File: src/rtl/pipeline_trace_buffer_if.sv
// Retirement-event and trace-readout signals of the pipeline trace buffer.
// The pipeline/bench side uses the master modport, the buffer uses slave.
interface pipeline_trace_buffer_if #(
    parameter int XLEN  = 32,
    parameter int IDX_W = 4
);
    logic             wb_valid;
    logic [XLEN-1:0]  wb_pc;
    logic [4:0]       wb_rd;
    logic [XLEN-1:0]  wb_data;
    logic             rd_req;
    logic [IDX_W-1:0] rd_idx;
    logic             rd_valid;
    logic             rd_hit;
    logic [XLEN-1:0]  rd_pc;
    logic [4:0]       rd_rdst;
    logic [XLEN-1:0]  rd_data;

    modport master (
        output wb_valid, wb_pc, wb_rd, wb_data, rd_req, rd_idx,
        input  rd_valid, rd_hit, rd_pc, rd_rdst, rd_data
    );

    modport slave (
        input  wb_valid, wb_pc, wb_rd, wb_data, rd_req, rd_idx,
        output rd_valid, rd_hit, rd_pc, rd_rdst, rd_data
    );
endinterface

File: src/rtl/pipeline_trace_buffer.sv
// Circular retirement-trace buffer: records (pc, rd, data) write-back events
// while armed, stops POST_TRIG events after a PC-match trigger, and is read
// back relative to the oldest valid entry with one cycle of latency.
module pipeline_trace_buffer #(
    parameter int XLEN      = 32,
    parameter int DEPTH     = 16,
    parameter int POST_TRIG = 8,
    parameter int IDX_W     = $clog2(DEPTH)
) (
    input  logic                    clk,
    input  logic                    rst,
    pipeline_trace_buffer_if.slave  bus,
    input  logic                    enable,
    input  logic                    arm,
    input  logic                    trig_en,
    input  logic [XLEN-1:0]         trig_pc,
    output logic [1:0]              state,
    output logic [IDX_W:0]          count,
    output logic [IDX_W-1:0]        trig_pos,
    output logic                    done
);
    typedef enum logic [1:0] {IDLE = 2'b00, ARMED = 2'b01, POST = 2'b10, DONE = 2'b11} state_t;

    typedef struct packed {
        logic [XLEN-1:0] pc;
        logic [4:0]      rd;
        logic [XLEN-1:0] data;
    } entry_t;

    localparam logic [IDX_W:0] DEPTH_C = (IDX_W+1)'(DEPTH);
    localparam logic [IDX_W:0] POST_C  = (IDX_W+1)'(POST_TRIG);
    localparam logic [IDX_W:0] ONE_C   = (IDX_W+1)'(1);

    state_t           state_q, state_d;
    logic [IDX_W-1:0] wr_ptr_q, wr_ptr_d;
    logic [IDX_W:0]   count_q, count_d, count_inc;
    logic [IDX_W:0]   post_cnt_q, post_cnt_d;
    logic [IDX_W-1:0] trig_pos_q, trig_pos_d;
    logic             rd_valid_q, rd_valid_d;
    logic             rd_hit_q, rd_hit_d;
    entry_t           rd_ent_q, rd_ent_d;
    entry_t           mem_q [DEPTH];
    logic             we;
    logic             trig_hit;
    logic [IDX_W-1:0] rd_addr;

    // Capture control: arm wins over any same-cycle event; count saturates
    // at DEPTH so a full buffer keeps overwriting its oldest entry.
    always_comb begin
        we         = enable & bus.wb_valid & ((state_q == ARMED) | (state_q == POST)) & ~arm;
        trig_hit   = trig_en & (bus.wb_pc == trig_pc);
        count_inc  = (count_q == DEPTH_C) ? count_q : count_q + 1'b1;
        state_d    = state_q;
        wr_ptr_d   = wr_ptr_q;
        count_d    = count_q;
        post_cnt_d = post_cnt_q;
        trig_pos_d = trig_pos_q;
        if (arm) begin
            state_d    = ARMED;
            wr_ptr_d   = '0;
            count_d    = '0;
            post_cnt_d = '0;
        end else if (we) begin
            wr_ptr_d = wr_ptr_q + 1'b1;
            count_d  = count_inc;
            if (state_q == ARMED && trig_hit) begin
                post_cnt_d = '0;
                if (POST_TRIG == 0) begin
                    state_d    = DONE;
                    trig_pos_d = IDX_W'(count_inc - ONE_C - POST_C);
                end else begin
                    state_d = POST;
                end
            end else if (state_q == POST) begin
                post_cnt_d = post_cnt_q + 1'b1;
                if (post_cnt_d == POST_C) begin
                    state_d    = DONE;
                    trig_pos_d = IDX_W'(count_inc - ONE_C - POST_C);
                end
            end
        end
    end

    // Read port: index is relative to the oldest entry; memory is read
    // before this edge's write lands, so a same-slot read sees old data.
    always_comb begin
        rd_addr    = wr_ptr_q - count_q[IDX_W-1:0] + bus.rd_idx;
        rd_valid_d = bus.rd_req;
        rd_hit_d   = rd_hit_q;
        rd_ent_d   = rd_ent_q;
        if (bus.rd_req) begin
            rd_hit_d = ({1'b0, bus.rd_idx} < count_q);
            rd_ent_d = rd_hit_d ? mem_q[rd_addr] : '0;
        end
    end

    // Control and read-response registers, cleared asynchronously.
    always_ff @(posedge clk or posedge rst) begin
        if (rst) begin
            state_q    <= IDLE;
            wr_ptr_q   <= '0;
            count_q    <= '0;
            post_cnt_q <= '0;
            trig_pos_q <= '0;
            rd_valid_q <= 1'b0;
            rd_hit_q   <= 1'b0;
            rd_ent_q   <= '0;
        end else begin
            state_q    <= state_d;
            wr_ptr_q   <= wr_ptr_d;
            count_q    <= count_d;
            post_cnt_q <= post_cnt_d;
            trig_pos_q <= trig_pos_d;
            rd_valid_q <= rd_valid_d;
            rd_hit_q   <= rd_hit_d;
            rd_ent_q   <= rd_ent_d;
        end
    end

    // Trace storage; contents intentionally survive reset.
    always_ff @(posedge clk) begin
        if (we) mem_q[wr_ptr_q] <= '{pc: bus.wb_pc, rd: bus.wb_rd, data: bus.wb_data};
    end

    assign bus.rd_valid = rd_valid_q;
    assign bus.rd_hit   = rd_hit_q;
    assign bus.rd_pc    = rd_ent_q.pc;
    assign bus.rd_rdst  = rd_ent_q.rd;
    assign bus.rd_data  = rd_ent_q.data;
    assign state        = state_q;
    assign count        = count_q;
    assign trig_pos     = trig_pos_q;
    assign done         = (state_q == DONE);
endmodule
File: src/flat_wrapper.sv
// flat-port wrapper written by rule: the top's interface ports become plain ports
module pipeline_trace_buffer_flat 
#(
    parameter int XLEN      = 32,
    parameter int DEPTH     = 16,
    parameter int POST_TRIG = 8,
    parameter int IDX_W     = $clog2(DEPTH)
)
  (clk, rst, enable, arm, trig_en, trig_pc, state, count, trig_pos, done, bus_wb_valid, bus_wb_pc, bus_wb_rd, bus_wb_data, bus_rd_req, bus_rd_idx, bus_rd_valid, bus_rd_hit, bus_rd_pc, bus_rd_rdst, bus_rd_data);
  pipeline_trace_buffer_if #(.XLEN(XLEN), .IDX_W(IDX_W)) bus_i ();
  input  logic clk;
  input  logic rst;
  input  logic enable;
  input  logic arm;
  input  logic trig_en;
  input  logic [XLEN-1:0] trig_pc;
  output logic [1:0] state;
  output logic [IDX_W:0] count;
  output logic [IDX_W-1:0] trig_pos;
  output logic done;
  input wire logic [$bits(bus_i.wb_valid)-1:0] bus_wb_valid;
  input wire logic [$bits(bus_i.wb_pc)-1:0] bus_wb_pc;
  input wire logic [$bits(bus_i.wb_rd)-1:0] bus_wb_rd;
  input wire logic [$bits(bus_i.wb_data)-1:0] bus_wb_data;
  input wire logic [$bits(bus_i.rd_req)-1:0] bus_rd_req;
  input wire logic [$bits(bus_i.rd_idx)-1:0] bus_rd_idx;
  output wire logic [$bits(bus_i.rd_valid)-1:0] bus_rd_valid;
  output wire logic [$bits(bus_i.rd_hit)-1:0] bus_rd_hit;
  output wire logic [$bits(bus_i.rd_pc)-1:0] bus_rd_pc;
  output wire logic [$bits(bus_i.rd_rdst)-1:0] bus_rd_rdst;
  output wire logic [$bits(bus_i.rd_data)-1:0] bus_rd_data;
  assign bus_i.wb_valid = bus_wb_valid;
  assign bus_i.wb_pc = bus_wb_pc;
  assign bus_i.wb_rd = bus_wb_rd;
  assign bus_i.wb_data = bus_wb_data;
  assign bus_i.rd_req = bus_rd_req;
  assign bus_i.rd_idx = bus_rd_idx;
  assign bus_rd_valid = bus_i.rd_valid;
  assign bus_rd_hit = bus_i.rd_hit;
  assign bus_rd_pc = bus_i.rd_pc;
  assign bus_rd_rdst = bus_i.rd_rdst;
  assign bus_rd_data = bus_i.rd_data;
  pipeline_trace_buffer #(.XLEN(XLEN), .DEPTH(DEPTH), .POST_TRIG(POST_TRIG), .IDX_W(IDX_W)) u_core (.clk(clk), .rst(rst), .bus(bus_i), .enable(enable), .arm(arm), .trig_en(trig_en), .trig_pc(trig_pc), .state(state), .count(count), .trig_pos(trig_pos), .done(done));
endmodule
File: config.mk
export PLATFORM = sky130hd
export DESIGN_NAME = pipeline_trace_buffer_flat
export DESIGN_NICKNAME = d
export VERILOG_FILES = /design/src/rtl/pipeline_trace_buffer_if.sv /design/src/rtl/pipeline_trace_buffer.sv /design/src/flat_wrapper.sv
export SDC_FILE = /design/constraint.sdc
export NUM_CORES = 1
export LEC_CHECK = 0
export CORE_MARGIN = 8
export CORE_UTILIZATION = 40
export CTS_BUF_LIST = sky130_fd_sc_hd__clkbuf_8
export DETAILED_ROUTE_END_ITERATION = 6
export PLACE_DENSITY_LB_ADDON = 0.3
export SLEW_MARGIN = 30
export SYNTH_ARGS = -nofsm -noshare
export SYNTH_HDL_FRONTEND = slang
export SYNTH_SLANG_ARGS = --single-unit
File: constraint.sdc
create_clock -name clk -period 13.9 [get_ports clk]
set_input_delay 2.78 -clock clk [delete_from_list [all_inputs] [get_ports clk]]
set_output_delay 2.78 -clock clk [all_outputs]
set_load 0.03 [all_outputs]
==> results.ini <==
[floorplan]
row_count=125
die_h_um=357
die_w_um=357
num_io_pins=195
design.die.area_um2=127000
start_util=0.402
coreArea_um2=116000

[clock_network]
clock_sinks=1195
cts_resized=0
cts_tree=yes
cts_max_level=4
cts_made_buffers=182
cts_hold_buf=0
clkLatencyLatePin_ns=0.81
ctsLongestPathBuffers=3
clkTransAtPathRegs_ns=0.06
cts-root-buf=clkbuf_8
cts_setup_buffers=0

[global_routing]
antenna_found_initial=10
met3_usage=0.0360
gr-usage-met1=0.248
overflow=0
grtUsageTotal=0.184
grt_pass1_vias=25200
use_met2=0.306
grt_pass1_wl_mm=171
grt_max_degree=139
busiest_layer=met2

[timing]
final.min_clock_period_ns=6.91
rsz0062_at_grt=false
hold_violations=0
tightest_slew_ns=1.00
final.setup.tns_ns=0
setup_viol=0
finalCritPeriodShare=0.497
maxSlewViolCount=0
fmax_mhz=145
fin_skew_ns=0.0281
slew_headroom=0.332

[flow_run]
maxCapViolCount=0

[routing]
num_vias=23600
totalWireLength_mm=119
detail-route-antenna-nets=0
wl_per_cell_um=27.7
via_per_inst=5.50
drt_iter0_drc=2374
drtPass1Iterations=5
drc=0

[synth]
ys_seq_area_frac=0.762
yosys-top-cells-area=edfxtp_1 71%, mux4_2 13%, dfrtp_1 4.9%, nand2_1 2.4%, a32o_1 1.5%
synthFlopType=edfxtp_1
yosys_warnings=0
synth_area_um2=46500
ys_ff_latch=1195
avgSynthCellArea_um2=20.2
synth_edf_count=1104
synth_fp_nets=2437
synth.top_cell.area_share=0.713
yosysTopAreaCell=edfxtp_1
async_flop_share=0.0762
synthCells=2304
synth.distinct_cells=40

[cells_and_area]
syn_to_final_growth_pct=15.7
ff_latch_area_um2=35400
nFillCells=9629
drive_gt1_frac=0.217
final_util=0.464
multiInputGateArea_um2=10300
nets=2734

[critical_path]
cp_max_fo=56
start_kind=input port
critPathCaptureType=register
crit_family=buffers and inverters
r2r_slack_ns=9.00
critical_path_class=input port to register
cp-endpoint=u_core.bus.rd_data[26]$_DFFE_PP0P_
reg2reg_depth=11
critPathSlowestCell=fa_4
worstReg2RegStart=u_core.wr_ptr_q[0]$_DFFE_PP0P_
critPathBufInv=5
startpoint=bus_rd_idx[1]
path_depth=11
critPathMaxStageDelay_ns=1.28
crit_chain=clkdlybuf4s50_1, inv_1, fa_1, inv_1, fa_4, buf_4, buf_4, mux4_2, nand2_1, nand3_1, a32o_1
required_ns=14.59
r2r-end=u_core.bus.rd_data[26]$_DFFE_PP0P_
critical_path_arrival_ns=7.60

[status]
status=completed

[power_and_ir_drop]
p_per_area_nw_per_um2=151
worst_ir_drop_vdd_uv=131
leakage_nw=17.7
total_power_mw=8.11

[placed_design]
place.gp.congestion=0.733
port_buffers=194
dp_hpwl_mm=60.3

[worst_hold_path]
hp-class=register to register

worst reg2reg max path, cell delays in order (launching register included):
cell and delay, ns:
dfrtp_1 0.45, inv_1 0.12, ha_1 0.29, inv_1 0.06, ha_4 0.16, fa_4 1.35
buf_4 0.61, buf_4 0.78, mux4_2 0.49, nand2_1 0.08, nand3_1 0.09, a32o_1 0.29
worst min-delay path by stage:
stage | from | endpoint | slack (ns) | cells past startpoint
after floorplan | u_core.wr_ptr_q[1]$_DFFE_PP0P_ | u_core.wr_ptr_q[1]$_DFFE_PP0P_ | 0.56 | 2
after global placement | u_core.bus.rd_hit$_DFFE_PP0P_ | u_core.bus.rd_hit$_DFFE_PP0P_ | 0.48 | 1
after detailed placement | u_core.bus.rd_data[20]$_DFFE_PP0P_ | u_core.bus.rd_data[20]$_DFFE_PP0P_ | 0.49 | 1
after CTS | u_core.bus.rd_hit$_DFFE_PP0P_ | u_core.bus.rd_hit$_DFFE_PP0P_ | 0.50 | 1
after global routing | u_core.bus.rd_pc[14]$_DFFE_PP0P_ | u_core.bus.rd_pc[14]$_DFFE_PP0P_ | 0.51 | 1
final | u_core.bus.rd_hit$_DFFE_PP0P_ | u_core.bus.rd_hit$_DFFE_PP0P_ | 0.50 | 1
routing by layer:
layer  routed length, um  part of all wire
met5                  26           0.00022
met3                7480             0.063
met1               50500              0.43
met2               58300              0.49
met4                2420             0.020
power breakdown:
group	internal (mW)	switching [mW]
clock	1.44	1.32
sequential	3.98	0.0490
combinational	0.573	0.744
cells by family (layout without fill, tap and decap cells):
| kind of cell | Yosys count | count (layout) | share of synthesized area |
|---|---|---|---|
| AOI/OAI and AO/OA | 102 | 102 | 0.0188 |
| xor gates and xnor gates | 46 | 46 | 0.00867 |
| adders and majority gates | 21 | 21 | 0.00614 |
| buffers and inverters | 153 | 605 | 0.0179 |
| DFF | 1195 | 1195 | 0.762 |
| muxes | 279 | 279 | 0.134 |
| other | 0 | 9 | 0 |
| and+or+nand+nor | 508 | 508 | 0.0516 |
state kept, by name, indices dropped and copies added (netlist names):
| name | count |
|---|---|
| u_core.mem_q | 1104 |
| u_core.wr_ptr_q | 4 |
| u_core.count | 5 |
| u_core.state | 2 |
| u_core.bus.rd_hit | 1 |
| u_core.bus.rd_rdst | 5 |
| u_core.bus.rd_valid | 1 |
| u_core.bus.rd_data | 32 |
| u_core.trig_pos | 4 |
| u_core.post_cnt_q | 5 |
| u_core.bus.rd_pc | 32 |
layout by cell type, fill, tap and decap left out, types with 3 or more instances in the layout:
master           instances
a21o_1                   4
a21oi_1                 15
a32o_1                  69
and2_4                   8
buf_12                   8
buf_4                   33
buf_6                    5
bufinv_16                5
clkbuf_8               204
clkdlybuf4s50_1        194
clkinv_1                31
clkinv_2                29
clkinvlp_4               4
dfrtp_1                 91
diode_2                  9
edfxtp_1              1104
ha_1                    17
inv_1                   85
inv_6                    3
mux4_2                 276
nand2_1                294
nand3_1                 77
nand3b_1                69
nand4_1                  5
nor2_1                  10
nor2_4                   4
nor2b_1                  3
nor3_1                   8
nor3_2                   5
nor4_1                  13
o21ai_0                 10
or3_1                    3
xnor2_1                 10
xor2_1                  33
metrics by stage:
step / hold WS (ns) / worst slack [ns] / instances / area (um^2)
final: 0.498 / 6.99 / 4289 / 53800
after global routing: 0.512 / 6.87 / 4282 / 53700
after CTS: 0.501 / 6.73 / 4278 / 53700
after detailed placement: 0.487 / 5.82 / 3939 / 50200
after global placement: 0.480 / 5.83 / 3935 / 50100
after floorplan: 0.556 / 5.05 / 2304 / 46500
final cells by class:
class / instances / area share
clock buffer: 204 / 0.0522
antenna: 9 / 0.000419
clock inverter: 135 / 0.0132
sequential: 1195 / 0.659
inverter: 25 / 0.00184
multi-input combinational: 956 / 0.192
timing repair buffer: 241 / 0.0453
tap: 1524 / 0.0355
cells in the mapped netlist (2+ instances only):
cell type / n
nor2b_1: 3
xor2_1: 34
nor3_1: 12
fa_1: 3
buf_2: 45
nand3b_1: 69
mux4_2: 276
nand3_1: 77
nor2_1: 15
inv_1: 24
a21o_1: 4
nand4_1: 5
nand2_1: 294
a21oi_1: 15
edfxtp_1: 1104
or3_1: 3
o21ai_0: 10
and2_1: 8
mux2_1: 2
a32o_1: 69
ha_1: 18
buf_1: 6
o21a_1: 2
clkbuf_1: 50
xnor2_1: 12
dfrtp_1: 91
and3_1: 2
nor4_1: 13
buf_6: 27
Note: power is estimated with default switching activity, not from simulation.
